File: config.mk
export PLATFORM = sky130hd
export DESIGN_NAME = rtc_bus_ctrl_flat
export DESIGN_NICKNAME = d
export VERILOG_FILES = /design/src/rtl/rtc_bus_pkg.sv /design/src/rtl/rtc_bus_ctrl_if.sv /design/src/rtl/rtc_phase_timer.sv /design/src/rtl/rtc_bus.sv /design/src/flat_wrapper.sv
export SDC_FILE = /design/constraint.sdc
export NUM_CORES = 1
export LEC_CHECK = 0
export BUFFER_PORTS_ARGS = -buffer_cell sky130_fd_sc_hd__clkbuf_2
export CORE_MARGIN = 2
export CORE_UTILIZATION = 50
export CTS_CLUSTER_DIAMETER = 30
export CTS_CLUSTER_SIZE = 12
export DETAILED_ROUTE_END_ITERATION = 8
export MAX_ROUTING_LAYER = met4
export PLACE_DENSITY = 0.73
export SYNTH_ARGS = -nofsm -noshare
export SYNTH_HDL_FRONTEND = slang
export SYNTH_HIERARCHICAL = 1
export SYNTH_SLANG_ARGS = --single-unit
File: constraint.sdc
create_clock -name clk -period 3.5 [get_ports clk]
set_input_delay 0.35 -clock clk [delete_from_list [all_inputs] [get_ports clk]]
set_output_delay 0.35 -clock clk [all_outputs]
set_load 0.1 [all_outputs]
File: src/rtl/rtc_bus_pkg.sv
// rtc_bus_pkg: shared state encoding, default bus timing and output bundle for the RTC bus controller.
package rtc_bus_pkg;
  localparam int CNT_W = 8;
  localparam int T_SETUP_DEF = 2;
  localparam int T_PULSE_DEF = 4;
  localparam int T_HOLD_DEF = 2;
  localparam int T_GAP_DEF = 2;
  typedef enum logic [3:0] {
    IDLE, A_REQ, A_LAT, A_SET, A_STB, A_HLD,
    D_REQ, D_LAT, D_SET, D_STB, D_HLD, GAP, DONE
  } state_e;
  typedef struct packed {
    logic       dir_phase;
    logic       dat_phase;
    logic       phase_done;
    logic       rdata_valid;
    logic       busy;
    logic       cs_n;
    logic       rd_n;
    logic       wr_n;
    logic       ad_sel;
    logic       ad_oe;
    logic [7:0] ad_out;
  } out_t;
  localparam out_t OUT_RST = '{cs_n: 1'b1, rd_n: 1'b1, wr_n: 1'b1, default: '0};
endpackage

File: src/rtl/rtc_bus_ctrl_if.sv
// rtc_bus_ctrl_if: sequencer handshake and RTC A/D bus signals of the bus controller.
interface rtc_bus_ctrl_if;
  logic       req_wr;
  logic       req_rd;
  logic [7:0] byte_in;
  logic       dir_phase;
  logic       dat_phase;
  logic       phase_done;
  logic       busy;
  logic [7:0] ad_out;
  logic       ad_oe;
  logic [7:0] ad_in;
  logic       ad_sel;
  logic       cs_n;
  logic       rd_n;
  logic       wr_n;
  logic [7:0] rdata;
  logic       rdata_valid;
  modport master (
    input  req_wr, req_rd, byte_in, ad_in,
    output dir_phase, dat_phase, phase_done, busy, ad_out, ad_oe,
           ad_sel, cs_n, rd_n, wr_n, rdata, rdata_valid
  );
  modport slave (
    output req_wr, req_rd, byte_in, ad_in,
    input  dir_phase, dat_phase, phase_done, busy, ad_out, ad_oe,
           ad_sel, cs_n, rd_n, wr_n, rdata, rdata_valid
  );
endinterface

File: src/rtl/rtc_phase_timer.sv
// rtc_phase_timer: loadable down-counter that holds at zero and flags it.
module rtc_phase_timer
  import rtc_bus_pkg::*;
(
  input  logic             clk,
  input  logic             reset,
  input  logic             load_i,
  input  logic [CNT_W-1:0] val_i,
  output logic             zero_o
);
  logic [CNT_W-1:0] cnt_q, cnt_d;
  always_comb cnt_d = load_i ? val_i : (cnt_q != '0) ? cnt_q - 1'b1 : cnt_q;
  always_ff @(posedge clk or posedge reset)
    if (reset) cnt_q <= '0;
    else cnt_q <= cnt_d;
  assign zero_o = cnt_q == '0;
endmodule

File: src/rtl/rtc_bus.sv
// rtc_bus_ctrl: expands a per-byte transfer request into a multiplexed address/data
// cycle on the RTC A/D bus; every output is registered from the next state.
module rtc_bus_ctrl
  import rtc_bus_pkg::*;
#(
  parameter int T_SETUP = T_SETUP_DEF,
  parameter int T_PULSE = T_PULSE_DEF,
  parameter int T_HOLD  = T_HOLD_DEF,
  parameter int T_GAP   = T_GAP_DEF
) (
  input logic clk,
  input logic reset,
  rtc_bus_ctrl_if.master bus
);
  state_e state_q, state_d;
  logic wr_q, wr_d, armed_q, armed_d, zero, load, a_ph, d_ph, timed;
  logic [7:0] addr_q, addr_d, data_q, data_d, rdata_q;
  logic [CNT_W-1:0] load_val;
  out_t out_q, out_d;
  always_comb begin
    state_d = state_q;
    wr_d = wr_q;
    armed_d = armed_q;
    addr_d = addr_q;
    data_d = data_q;
    case (state_q)
      IDLE: begin
        armed_d = !(bus.req_wr || bus.req_rd) || (armed_q && !(bus.req_wr || bus.req_rd));
        if ((bus.req_wr || bus.req_rd) && armed_q) begin
          state_d = A_REQ;
          wr_d = bus.req_wr;
        end
      end
      A_REQ: state_d = A_LAT;
      A_LAT: begin
        addr_d = bus.byte_in;
        state_d = A_SET;
      end
      A_SET: state_d = zero ? A_STB : A_SET;
      A_STB: state_d = zero ? A_HLD : A_STB;
      A_HLD: state_d = zero ? D_REQ : A_HLD;
      D_REQ: state_d = D_LAT;
      D_LAT: begin
        data_d = wr_q ? bus.byte_in : data_q;
        state_d = D_SET;
      end
      D_SET: state_d = zero ? D_STB : D_SET;
      D_STB: state_d = zero ? D_HLD : D_STB;
      D_HLD: state_d = zero ? GAP : D_HLD;
      GAP:   state_d = zero ? DONE : GAP;
      default: state_d = IDLE;
    endcase
  end
  assign a_ph  = state_d inside {A_SET, A_STB, A_HLD};
  assign d_ph  = state_d inside {D_SET, D_STB, D_HLD};
  assign timed = a_ph || d_ph || state_d == GAP;
  // Reload only on entry so each timed state lasts exactly its configured count.
  assign load = timed && state_d != state_q;
  assign load_val = state_d inside {A_SET, D_SET} ? CNT_W'(T_SETUP - 1) :
                    state_d inside {A_STB, D_STB} ? CNT_W'(T_PULSE - 1) :
                    state_d inside {A_HLD, D_HLD} ? CNT_W'(T_HOLD - 1) : CNT_W'(T_GAP - 1);
  rtc_phase_timer u_timer (
    .clk(clk), .reset(reset), .load_i(load), .val_i(load_val), .zero_o(zero)
  );
  always_comb begin
    out_d.dir_phase   = state_d == A_REQ;
    out_d.dat_phase   = state_d == D_REQ && wr_d;
    out_d.phase_done  = state_d == DONE;
    out_d.rdata_valid = state_d == DONE && !wr_d;
    out_d.busy        = state_d != IDLE;
    out_d.cs_n        = !(a_ph || d_ph);
    out_d.wr_n        = !(state_d == A_STB || (state_d == D_STB && wr_d));
    out_d.rd_n        = !(state_d == D_STB && !wr_d);
    out_d.ad_sel      = d_ph;
    out_d.ad_oe       = a_ph || (d_ph && wr_d);
    out_d.ad_out      = a_ph ? addr_d : (d_ph && wr_d) ? data_d : 8'h00;
  end
  always_ff @(posedge clk or posedge reset)
    if (reset) begin
      state_q <= IDLE;
      wr_q <= 1'b0;
      armed_q <= 1'b1;
      addr_q <= '0;
      data_q <= '0;
      rdata_q <= '0;
      out_q <= OUT_RST;
    end else begin
      state_q <= state_d;
      wr_q <= wr_d;
      armed_q <= armed_d;
      addr_q <= addr_d;
      data_q <= data_d;
      rdata_q <= (state_q == D_STB && zero && !wr_q) ? bus.ad_in : rdata_q;
      out_q <= out_d;
    end
  assign bus.dir_phase   = out_q.dir_phase;
  assign bus.dat_phase   = out_q.dat_phase;
  assign bus.phase_done  = out_q.phase_done;
  assign bus.rdata_valid = out_q.rdata_valid;
  assign bus.busy        = out_q.busy;
  assign bus.cs_n        = out_q.cs_n;
  assign bus.rd_n        = out_q.rd_n;
  assign bus.wr_n        = out_q.wr_n;
  assign bus.ad_sel      = out_q.ad_sel;
  assign bus.ad_oe       = out_q.ad_oe;
  assign bus.ad_out      = out_q.ad_out;
  assign bus.rdata       = rdata_q;
endmodule

File: src/flat_wrapper.sv
// flat-port wrapper written by rule: the top's interface ports become plain ports
module rtc_bus_ctrl_flat import rtc_bus_pkg::*;
#(
  parameter int T_SETUP = T_SETUP_DEF,
  parameter int T_PULSE = T_PULSE_DEF,
  parameter int T_HOLD  = T_HOLD_DEF,
  parameter int T_GAP   = T_GAP_DEF
)
  (clk, reset, bus_req_wr, bus_req_rd, bus_byte_in, bus_ad_in, bus_dir_phase, bus_dat_phase, bus_phase_done, bus_busy, bus_ad_out, bus_ad_oe, bus_ad_sel, bus_cs_n, bus_rd_n, bus_wr_n, bus_rdata, bus_rdata_valid);
  rtc_bus_ctrl_if bus_i ();
  input logic clk;
  input logic reset;
  input wire logic [$bits(bus_i.req_wr)-1:0] bus_req_wr;
  input wire logic [$bits(bus_i.req_rd)-1:0] bus_req_rd;
  input wire logic [$bits(bus_i.byte_in)-1:0] bus_byte_in;
  input wire logic [$bits(bus_i.ad_in)-1:0] bus_ad_in;
  output wire logic [$bits(bus_i.dir_phase)-1:0] bus_dir_phase;
  output wire logic [$bits(bus_i.dat_phase)-1:0] bus_dat_phase;
  output wire logic [$bits(bus_i.phase_done)-1:0] bus_phase_done;
  output wire logic [$bits(bus_i.busy)-1:0] bus_busy;
  output wire logic [$bits(bus_i.ad_out)-1:0] bus_ad_out;
  output wire logic [$bits(bus_i.ad_oe)-1:0] bus_ad_oe;
  output wire logic [$bits(bus_i.ad_sel)-1:0] bus_ad_sel;
  output wire logic [$bits(bus_i.cs_n)-1:0] bus_cs_n;
  output wire logic [$bits(bus_i.rd_n)-1:0] bus_rd_n;
  output wire logic [$bits(bus_i.wr_n)-1:0] bus_wr_n;
  output wire logic [$bits(bus_i.rdata)-1:0] bus_rdata;
  output wire logic [$bits(bus_i.rdata_valid)-1:0] bus_rdata_valid;
  assign bus_i.req_wr = bus_req_wr;
  assign bus_i.req_rd = bus_req_rd;
  assign bus_i.byte_in = bus_byte_in;
  assign bus_i.ad_in = bus_ad_in;
  assign bus_dir_phase = bus_i.dir_phase;
  assign bus_dat_phase = bus_i.dat_phase;
  assign bus_phase_done = bus_i.phase_done;
  assign bus_busy = bus_i.busy;
  assign bus_ad_out = bus_i.ad_out;
  assign bus_ad_oe = bus_i.ad_oe;
  assign bus_ad_sel = bus_i.ad_sel;
  assign bus_cs_n = bus_i.cs_n;
  assign bus_rd_n = bus_i.rd_n;
  assign bus_wr_n = bus_i.wr_n;
  assign bus_rdata = bus_i.rdata;
  assign bus_rdata_valid = bus_i.rdata_valid;
  rtc_bus_ctrl #(.T_SETUP(T_SETUP), .T_PULSE(T_PULSE), .T_HOLD(T_HOLD), .T_GAP(T_GAP)) u_core (.clk(clk), .reset(reset), .bus(bus_i));
endmodule
After elaboration in Yosys (flattened, before gate mapping)
Cells that the tools add are included.
{"block": "classes", "n_addsub": 1, "n_eq_ne": 22, "mux": 20, "n_reduce_logical": 31}
{"op": "$mux 8", "count": 8}
{"op": "$pmux 4 s12", "count": 1}
{"op": "$eq 4x4->1 const B", "count": 9}
{"op": "$eq 4x3->1 const B", "count": 7}
{"op": "$eq 4x2->1 const B", "count": 3}
{"op": "$logic_and 1x1->1", "count": 10}
{"op": "$eq 4x1->1 const B", "count": 2}
{"op": "$logic_not 8->1", "count": 1}
{"op": "$reduce_bool 8->1", "count": 1}
{"op": "$sub 8x1->8 const B", "count": 1}
{"op": "$logic_not 1->1", "count": 6}
{"op": "$logic_or 1x1->1", "count": 6}
{"op": "$mux 2", "count": 3}
{"op": "$mux 3", "count": 2}
{"op": "$reduce_bool 2->1", "count": 3}
{"op": "$reduce_bool 3->1", "count": 2}
{"op": "$mux 1", "count": 5}
{"op": "$logic_not 4->1", "count": 1}
{"op": "$mux 4", "count": 1}
{"op": "$ne 4x4->1", "count": 1}
{"op": "$reduce_bool 4->1", "count": 1}
{"block": "word_totals", "register_bits": 56, "output_inout_bits": 26, "wordCells": 92}

Logic depth before layout (Yosys ltp)
Gate-level depths: netlist of run 1.
{"block": "logic_depth", "ltp_word": 10, "mapped_depth": 11}

Modules after synthesis
Netlist of run 1, hierarchy kept.
{"mod": "rtc_bus_ctrl", "instances": 1, "cells_each": 160, "area_per_inst_um2": 2104.5, "seq_area_each_um2": 1206.2}
{"mod": "rtc_phase_timer", "instances": 1, "cells_each": 58, "area_per_inst_um2": 519.2, "seq_area_each_um2": 200.2}

Least setup slack after synthesis of run 1
No wires, ideal clock.
{"block": "synth_timing", "path_kind": "register to register", "start": "reg u_core.u_timer.cnt_q[0]", "end": "reg u_core.rdata_q[0], in the netlist u_core/bus.rdata[0]", "t_arrival_ps": 2458, "required_ps": 3375, "slack_ps": 916, "path_stages_with_launch": 10, "path_buffers": 2, "synth_period_minus_slack_ps": 2584, "path_cell_list": "dfrtp_1 inv_1 ha_1 or4b_4 nor2_4 buf_2 nand2_1 or4_4 buf_6 mux2_4"}
{"block": "synth_between", "elab_chain_cells": 3}
{"item": "start: declaration", "line": "rtc_phase_timer.sv:11", "text": "logic [CNT_W-1:0] cnt_q, cnt_d;"}
{"item": "start signal: assignment", "line": "rtc_phase_timer.sv:15", "text": "else cnt_q <= cnt_d;"}
{"item": "$logic_not 8->1", "line": "rtc_phase_timer.sv:16", "text": "assign zero_o = cnt_q == '0;"}
{"item": "named net u_core.zero", "line": "rtc_bus.sv:16", "text": "logic wr_q, wr_d, armed_q, armed_d, zero, load, a_ph, d_ph, timed;"}
{"item": "$logic_and 1x1->1 (2 in series)", "line": "rtc_bus.sv:93", "text": "rdata_q <= (state_q == D_STB && zero && !wr_q) ? bus.ad_in : rdata_q;"}
{"item": "end signal: assignment", "line": "rtc_bus.sv:93"}
{"item": "end: declaration", "line": "rtc_bus.sv:17", "text": "logic [7:0] addr_q, addr_d, data_q, data_d, rdata_q;"}
The timed path passes the listed nets, and every way through them passes these cells.
A chain may end at the register's enable or synchronous reset.

Worst setup path in the final report of run 1
{"block": "layout_timing", "start": "reg u_core.u_timer.cnt_q[0]", "end": "reg u_core.rdata_q[7], in the netlist u_core/bus.rdata[7]"}
The elaborated chain is that of the path after synthesis.

==> out/metrics.yaml, run 1 <==
power_and_ir_drop:
  powerDensity_nw_per_um2: 873
  pwr-share-comb: 0.465
  clockPowerShare: 0.136
  power_frac_seq: 0.399
  power.leakage_uw: 0.00136
  ir_worst_vdd_uv: 447
  sw_frac_of_total: 0.466
  switching_power_uw: 1210
  p_int_uw: 1390
worst_setup_path:
  crit_buf_inv: 1
  crit_start: "u_core/u_timer/cnt_q[0]$_DFFE_PP0P_"
  cp.required_ns: 3.69
  crit_path_max_incr_delay_ns: 0.55
  path_max_fanout: 13
  cp_cell_sequence: "inv_1, ha_1, or4b_4, nor2_4, nand2_1, or4_4, mux2_4"
  reg2regPathDepth: 7
  endpoint_kind: "flop"
  regToRegStartpoint: "u_core/u_timer/cnt_q[0]$_DFFE_PP0P_"
  slowest_stage: "or4_4"
  worstSetupPathDepth: 7
  start_kind: "flop"
  path_class: "reg2reg"
  worstPathArrival_ns: 2.90
  critical_path.top_delay_family: "simple AND/OR/NAND/NOR gates"
finish:
  final_layout_size_suffix_gt1_frac: 0.370
  multi_input_area_um2: 1120
  num_antenna_cells: 0
  final_area_um2: 2980
  area_delta_synth_final_pct: 13.6
  layout.nets: 285
  fill_cells: 455
  regArea_um2: 1410
drt:
  via_count: 1796
  antenna_left: 0
  drtIter0Drc: 75
  drcViolationCount: 0
  wl_per_cell_um: 13.8
  viasPerCell: 5.36
  firstDrtPassIters: 4
  wl_mm: 4.63
run:
  max_cap_viol_count: 0
synthesis:
  synthMostInstantiatedCell: "dfrtp_1"
  ys_warn_count: 6
  synthTopCellsByCount: "52 x dfrtp_1, 18 x mux2_2, 15 x nor2_1"
  synth.distinct_cells: 50
  ys_ff_latch: 56
  synthTopCellsByArea: "dfrtp_1 50%, mux2_2 7.7%, mux2_4 4.6%"
  async_flop_share: 1.00
  synth-seq-area-share: 0.536
  synth_edf_count: 0
  avgSynthCellArea_um2: 12.0
  synth_ff_type: "dfrtp_1"
  netlist.area_leader.share: 0.496
  synth_area_um2: 2620
  yosysTopAreaCell: "dfrtp_1"
  syn_inst: 218
timing:
  post-route-min-period_ns: 2.71
  finalSetupTns_ns: 0
  hold_viol_final: 0
  rsz0062_at_grt: "no"
  max_freq_mhz: 369
  fin_crit_sh: 0.774
  worst_pin_slew_ns: 0.969
  relSlewSlack: 0.353
  slew_viol_final: 0
  clock-skew-final_ns: 0.00880
  finalSetupViolCount: 0
worst_hold_path:
  hp-class: "in2reg"
  min_from: "bus_ad_in[6]"
  whs_path_depth: 2
global_routing:
  grt_pass1_vias: 1723
  grt_max_degree: 49
  grt_overflow: 0
  grt_util_all_layers: 0.179
  antenna_found_initial: 0
  grt_pass1_wl_mm: 8.09
floorplanning:
  io_pins: 46
  fp-row-count: 26
  die_h_um: 76.4
  die_w_um: 76.4
  dieArea_um2: 5840
  initial_core_util: 0.517
  core-area_um2: 5070
cts:
  clkTransAtPathRegs_ns: 0.10
  clk_latency_ns: 0.31
  cts_buffers: 5
  cts_tree: "built"
  cts.sinks: 56
  root_buffer: "clkbuf_8"
  cts-resized-gates: 0
  ctsLongestPathBuffers: 2
  htreeDepth: 2
outcome:
  status: "finished, final reports clean"
placed_design:
  place_hpwl_mm: 3.25
  place_area_um2: 2880
  port_buffers: 45
  gp_congestion: 0.817
power groups by stage:
| stage | combinational, uW | clock, uW | sequential, uW |
|---|---|---|---|
| finish | 1210 | 354 | 1040 |
| global route | 1300 | 403 | 1070 |
| floorplan | 613 | 0 | 1420 |
| CTS | 1210 | 369 | 1040 |
| global placement | 1200 | 0 | 1040 |
| detailed placement | 1210 | 0 | 1050 |
path summary, 6_finish.rpt:
kind                                                        to  slack, ns
max in group asynchronous       u_core/bus.ad_out[7]$_DFF_PP0_       2.09
min in group asynchronous  u_core/u_timer/cnt_q[2]$_DFFE_PP0P_       0.54
min reg2reg                         u_core/data_q[7]$_DFF_PP0_       0.50
max                            u_core/bus.rdata[7]$_DFFE_PP0P_       0.79
max reg2reg                    u_core/bus.rdata[7]$_DFFE_PP0P_       0.79
min                            u_core/bus.rdata[6]$_DFFE_PP0P_       0.27
layout by cell type (no fill, tap or decap), types with 4 or more instances in the layout:
cell | netlist | routed
dfstp_2 | 4 | 4
clkbuf_8 | 0 | 5
dfrtp_1 | 52 | 52
conb_1 | 2 | 7
nor3_1 | 5 | 5
mux2_4 | 8 | 8
clkbuf_2 | 0 | 45
o21ai_0 | 9 | 9
nor3_2 | 4 | 4
a32o_1 | 8 | 8
nand2b_1 | 4 | 4
mux2_2 | 18 | 18
inv_1 | 8 | 7
o31ai_1 | 5 | 5
nand2_1 | 11 | 11
nor2_1 | 15 | 15
xnor2_1 | 4 | 4
a21oi_1 | 7 | 7
routing by layer:
layer / wire length, um / GRT usage / vias to the layer above
met5: 0 / - / -
li1: - / - / 869
met4: 44 / 0.0618 / 0
met2: 2090 / 0.265 / 45
met3: 230 / 0.0438 / 7
met1: 2270 / 0.242 / 875
stage by stage:
stage	cells	power (uW)	util	worst slack (ns)	hold slack, ns
detailed placement	326	2260	0.567	0.826	0.320
global route	335	2780	0.587	0.664	0.260
floorplan	223	2030	-	0.916	0.166
finish	335	2600	0.587	0.790	0.273
CTS	335	2620	0.587	0.799	0.263
global placement	326	2240	0.567	0.886	0.314
cell families after synthesis:
group / count (synthesis) / share of synthesized area
compound gates: 46 / 0.131
other cells: 2 / 0.00286
xor+xnor: 4 / 0.0134
flops: 56 / 0.536
simple gates: 62 / 0.144
mux: 26 / 0.123
buf+inv: 21 / 0.0443
fa+ha+maj: 1 / 0.00477
sequential cells by signal, indices dropped and copies added, names as in the netlist, 4 cells and up:
signal,count
u_core/bus.rdata,8
u_core/addr_q,8
u_core/u_timer/cnt_q,8
u_core/bus.ad_out,8
u_core/data_q,8
u_core/state_q,4
repair_timing:
| action | CTS | global route |
|---|---|---|
| hold endpoints to repair | 8 | 0 |
| buffers inserted | 0 | 0 |
| setup endpoints to repair | 0 | 0 |
| hold buffers | 1 | 0 |
cell type report:
type                       count  area share
clock inverter                 3     0.00840
clock buffer                   5      0.0231
tap                           70      0.0294
multi-input combinational    146       0.376
sequential                    56       0.472
timing repair buffer          47      0.0814
inverter                       8      0.0101
No activity file was read; power rests on OpenSTA's default activity.
==> run 2, diff against run 1 <==
Settings changed: PLACE_DENSITY 0.73 to 0.75.
Clock period 3.5 ns to 2.2 ns, I/O delays scaled along.
==> out/metrics.yaml, run 2 (synthesis results as in run 1) <==
timing:
  worst_pin_slew_ns: 0.550  # -0.419 ns
  layout_setup_ws_ns: -0.0879  # -0.878 ns
  max_freq_mhz: 437  # +18%
  finalSetupTns_ns: -0.659  # -0.659 ns
  finalSetupViolCount: 11  # +11
  fin_crit_sh: 1.04  # +0.266
  rsz0062_at_grt: "yes"
  post-route-min-period_ns: 2.29  # -0.422 ns
  hold_viol_final: 0  # unchanged
  slew_viol_final: 0  # unchanged
  clock-skew-final_ns: 0.00829  # -0.000513 ns
  relSlewSlack: 0.635  # +0.282
finish:
  layoutNonFillerInstCount: 362  # +8.1%
  final_area_um2: 3220  # +8.1%
  multi_input_area_um2: 1140  # +1.7%
  final_util: 0.635  # +0.0473
  regArea_um2: 1410  # unchanged
  fill_cells: 416  # -8.6%
  layout.nets: 312  # +9.5%
  final_cell_mix: "52 x dfrtp_1, 45 x clkbuf_2, 26 x buf_4"
  final_layout_size_suffix_gt1_frac: 0.449  # +0.0788
  layout_commonest_cell: "dfrtp_1"
  area_delta_synth_final_pct: 22.7
  num_antenna_cells: 0  # unchanged
placed_design:
  dp_cells: 350  # +7.4%
  port_buffers: 45  # unchanged
  place_area_um2: 3080  # +7.0%
  place_hpwl_mm: 3.69  # +13%
  gp_congestion: 0.847  # +3.7%
run:
  max_cap_viol_count: 0  # unchanged
outcome:
  violations: "negative setup slack"
  status: "complete, but fails checks"
global_routing:
  grt_overflow: 0  # unchanged
  antenna_found_initial: 0  # unchanged
  grt_pass1_wl_mm: 8.38  # +3.5%
  grt_max_degree: 26  # -47%
  grt_pass1_vias: 1811  # +5.1%
  grt_util_all_layers: 0.183  # +0.00421
worst_setup_path:
  worstPathArrival_ns: 2.49  # -0.41 ns
  start_kind: "flop"
  path_max_fanout: 8  # -5
  path_class: "reg2reg"
  endpoint_kind: "flop"
  cp.required_ns: 2.40  # -1.29 ns
cts:
  cts_buffers: 5  # unchanged
  clkTransAtPathRegs_ns: 0.10  # about the same
  htreeDepth: 2  # unchanged
  cts.sinks: 56  # unchanged
  root_buffer: "clkbuf_8"
  ctsLongestPathBuffers: 2  # unchanged
  cts_tree: "built"
  clk_latency_ns: 0.31  # about the same
drt:
  firstDrtPassIters: 4  # unchanged
  drtIter0Drc: 77  # +2.7%
  wl_mm: 5.01  # +8.2%
  wl_per_cell_um: 13.8  # +0.15%
  viasPerCell: 5.22  # -2.6%
  drcViolationCount: 0  # unchanged
  antenna_left: 0  # unchanged
  via_count: 1891  # +5.3%
floorplanning:
  die_h_um: 76.4  # unchanged
  core-area_um2: 5070  # unchanged
  initial_core_util: 0.517  # unchanged
  io_pins: 46  # unchanged
  die_w_um: 76.4  # unchanged
  dieArea_um2: 5840  # unchanged
  fp-row-count: 26  # unchanged
power_and_ir_drop:
  ir_worst_vdd_uv: 622  # +39%
  power.leakage_uw: 0.00150  # +10%
  powerDensity_nw_per_um2: 1370  # +57%
worst_hold_path:
  hp-class: "in2reg"
[run 2: area by class of cell]
type	instances	share of cell area
Timing Repair Buffer	74	0.143
Sequential cell	56	0.437
Tap cell	70	0.0272
Multi-Input combinational cell	146	0.354
Clock buffer	5	0.0214
Clock inverter	3	0.00855
Inverter	8	0.00932
[run 2: repair_timing]
item,in CTS,in global routing
hold buffers,1,0
gates resized for setup,0,4
setup endpoints to repair,10,26
endpoints found under the hold margin,13,0
buffers inserted,2,1
[run 2: critical path: stages (launching register included)]
cell     delay, ns
dfrtp_1       0.42
inv_2         0.06
ha_2          0.16
or4b_4        0.48
nor2_4        0.12
nand2_2       0.06
or4_4         0.54
mux2_4        0.34
[run 2: where the power goes]
| group | total [uW] | leakage [uW] | switching (uW) | internal [uW] |
|---|---|---|---|---|
| Clock | 580 | 0.0000463 | 346 | 234 |
| Combinational | 2270 | 0.000787 | 1470 | 794 |
| Sequential | 1580 | 0.000670 | 185 | 1390 |
[run 2: through the flow]
| step | power, uW | hold WS [ns] | setup slack, ns |
|---|---|---|---|
| 6_report | 4430 | 0.136 | -0.0879 |
| 5_1_grt | 4680 | 0.133 | -0.151 |
| 4_1_cts | 4420 | 0.129 | -0.0770 |
| 3_5_place_dp | 3820 | 0.104 | -0.0601 |
| 3_3_place_gp | 3760 | 0.102 | -0.0255 |
| 2_1_floorplan | 3260 | 0.0357 | -0.278 |
[run 2: worst paths after layout]
path                                                     startpoint                         endpoint  slack (ns)  depth (start not counted)
worst min register to register           u_core/data_q[2]$_DFF_PP0_       u_core/data_q[2]$_DFF_PP0_        0.51                          1
worst max register to register  u_core/u_timer/cnt_q[0]$_DFFE_PP0P_  u_core/bus.rdata[1]$_DFFE_PP0P_       -0.09                          7
worst max-delay path            u_core/u_timer/cnt_q[0]$_DFFE_PP0P_  u_core/bus.rdata[1]$_DFFE_PP0P_       -0.09                          7
min in group asynchronous                                     reset   u_core/bus.ad_out[3]$_DFF_PP0_        0.31                          3
worst min-delay path                                   bus_ad_in[5]  u_core/bus.rdata[5]$_DFFE_PP0P_        0.14                          2
max in group asynchronous                                     reset        u_core/bus.cs_n$_DFF_PP1_        1.33                          4
[run 2: per-layer routing]
metal	GRT usage	vias to the layer above	share of wire	wire length, um
met3	0.0284	5	0.036	181
met1	0.240	928	0.46	2310
met4	0.0636	0	0.013	66
met5	-	-	0	0
met2	0.293	40	0.49	2460
li1	-	918	-	-
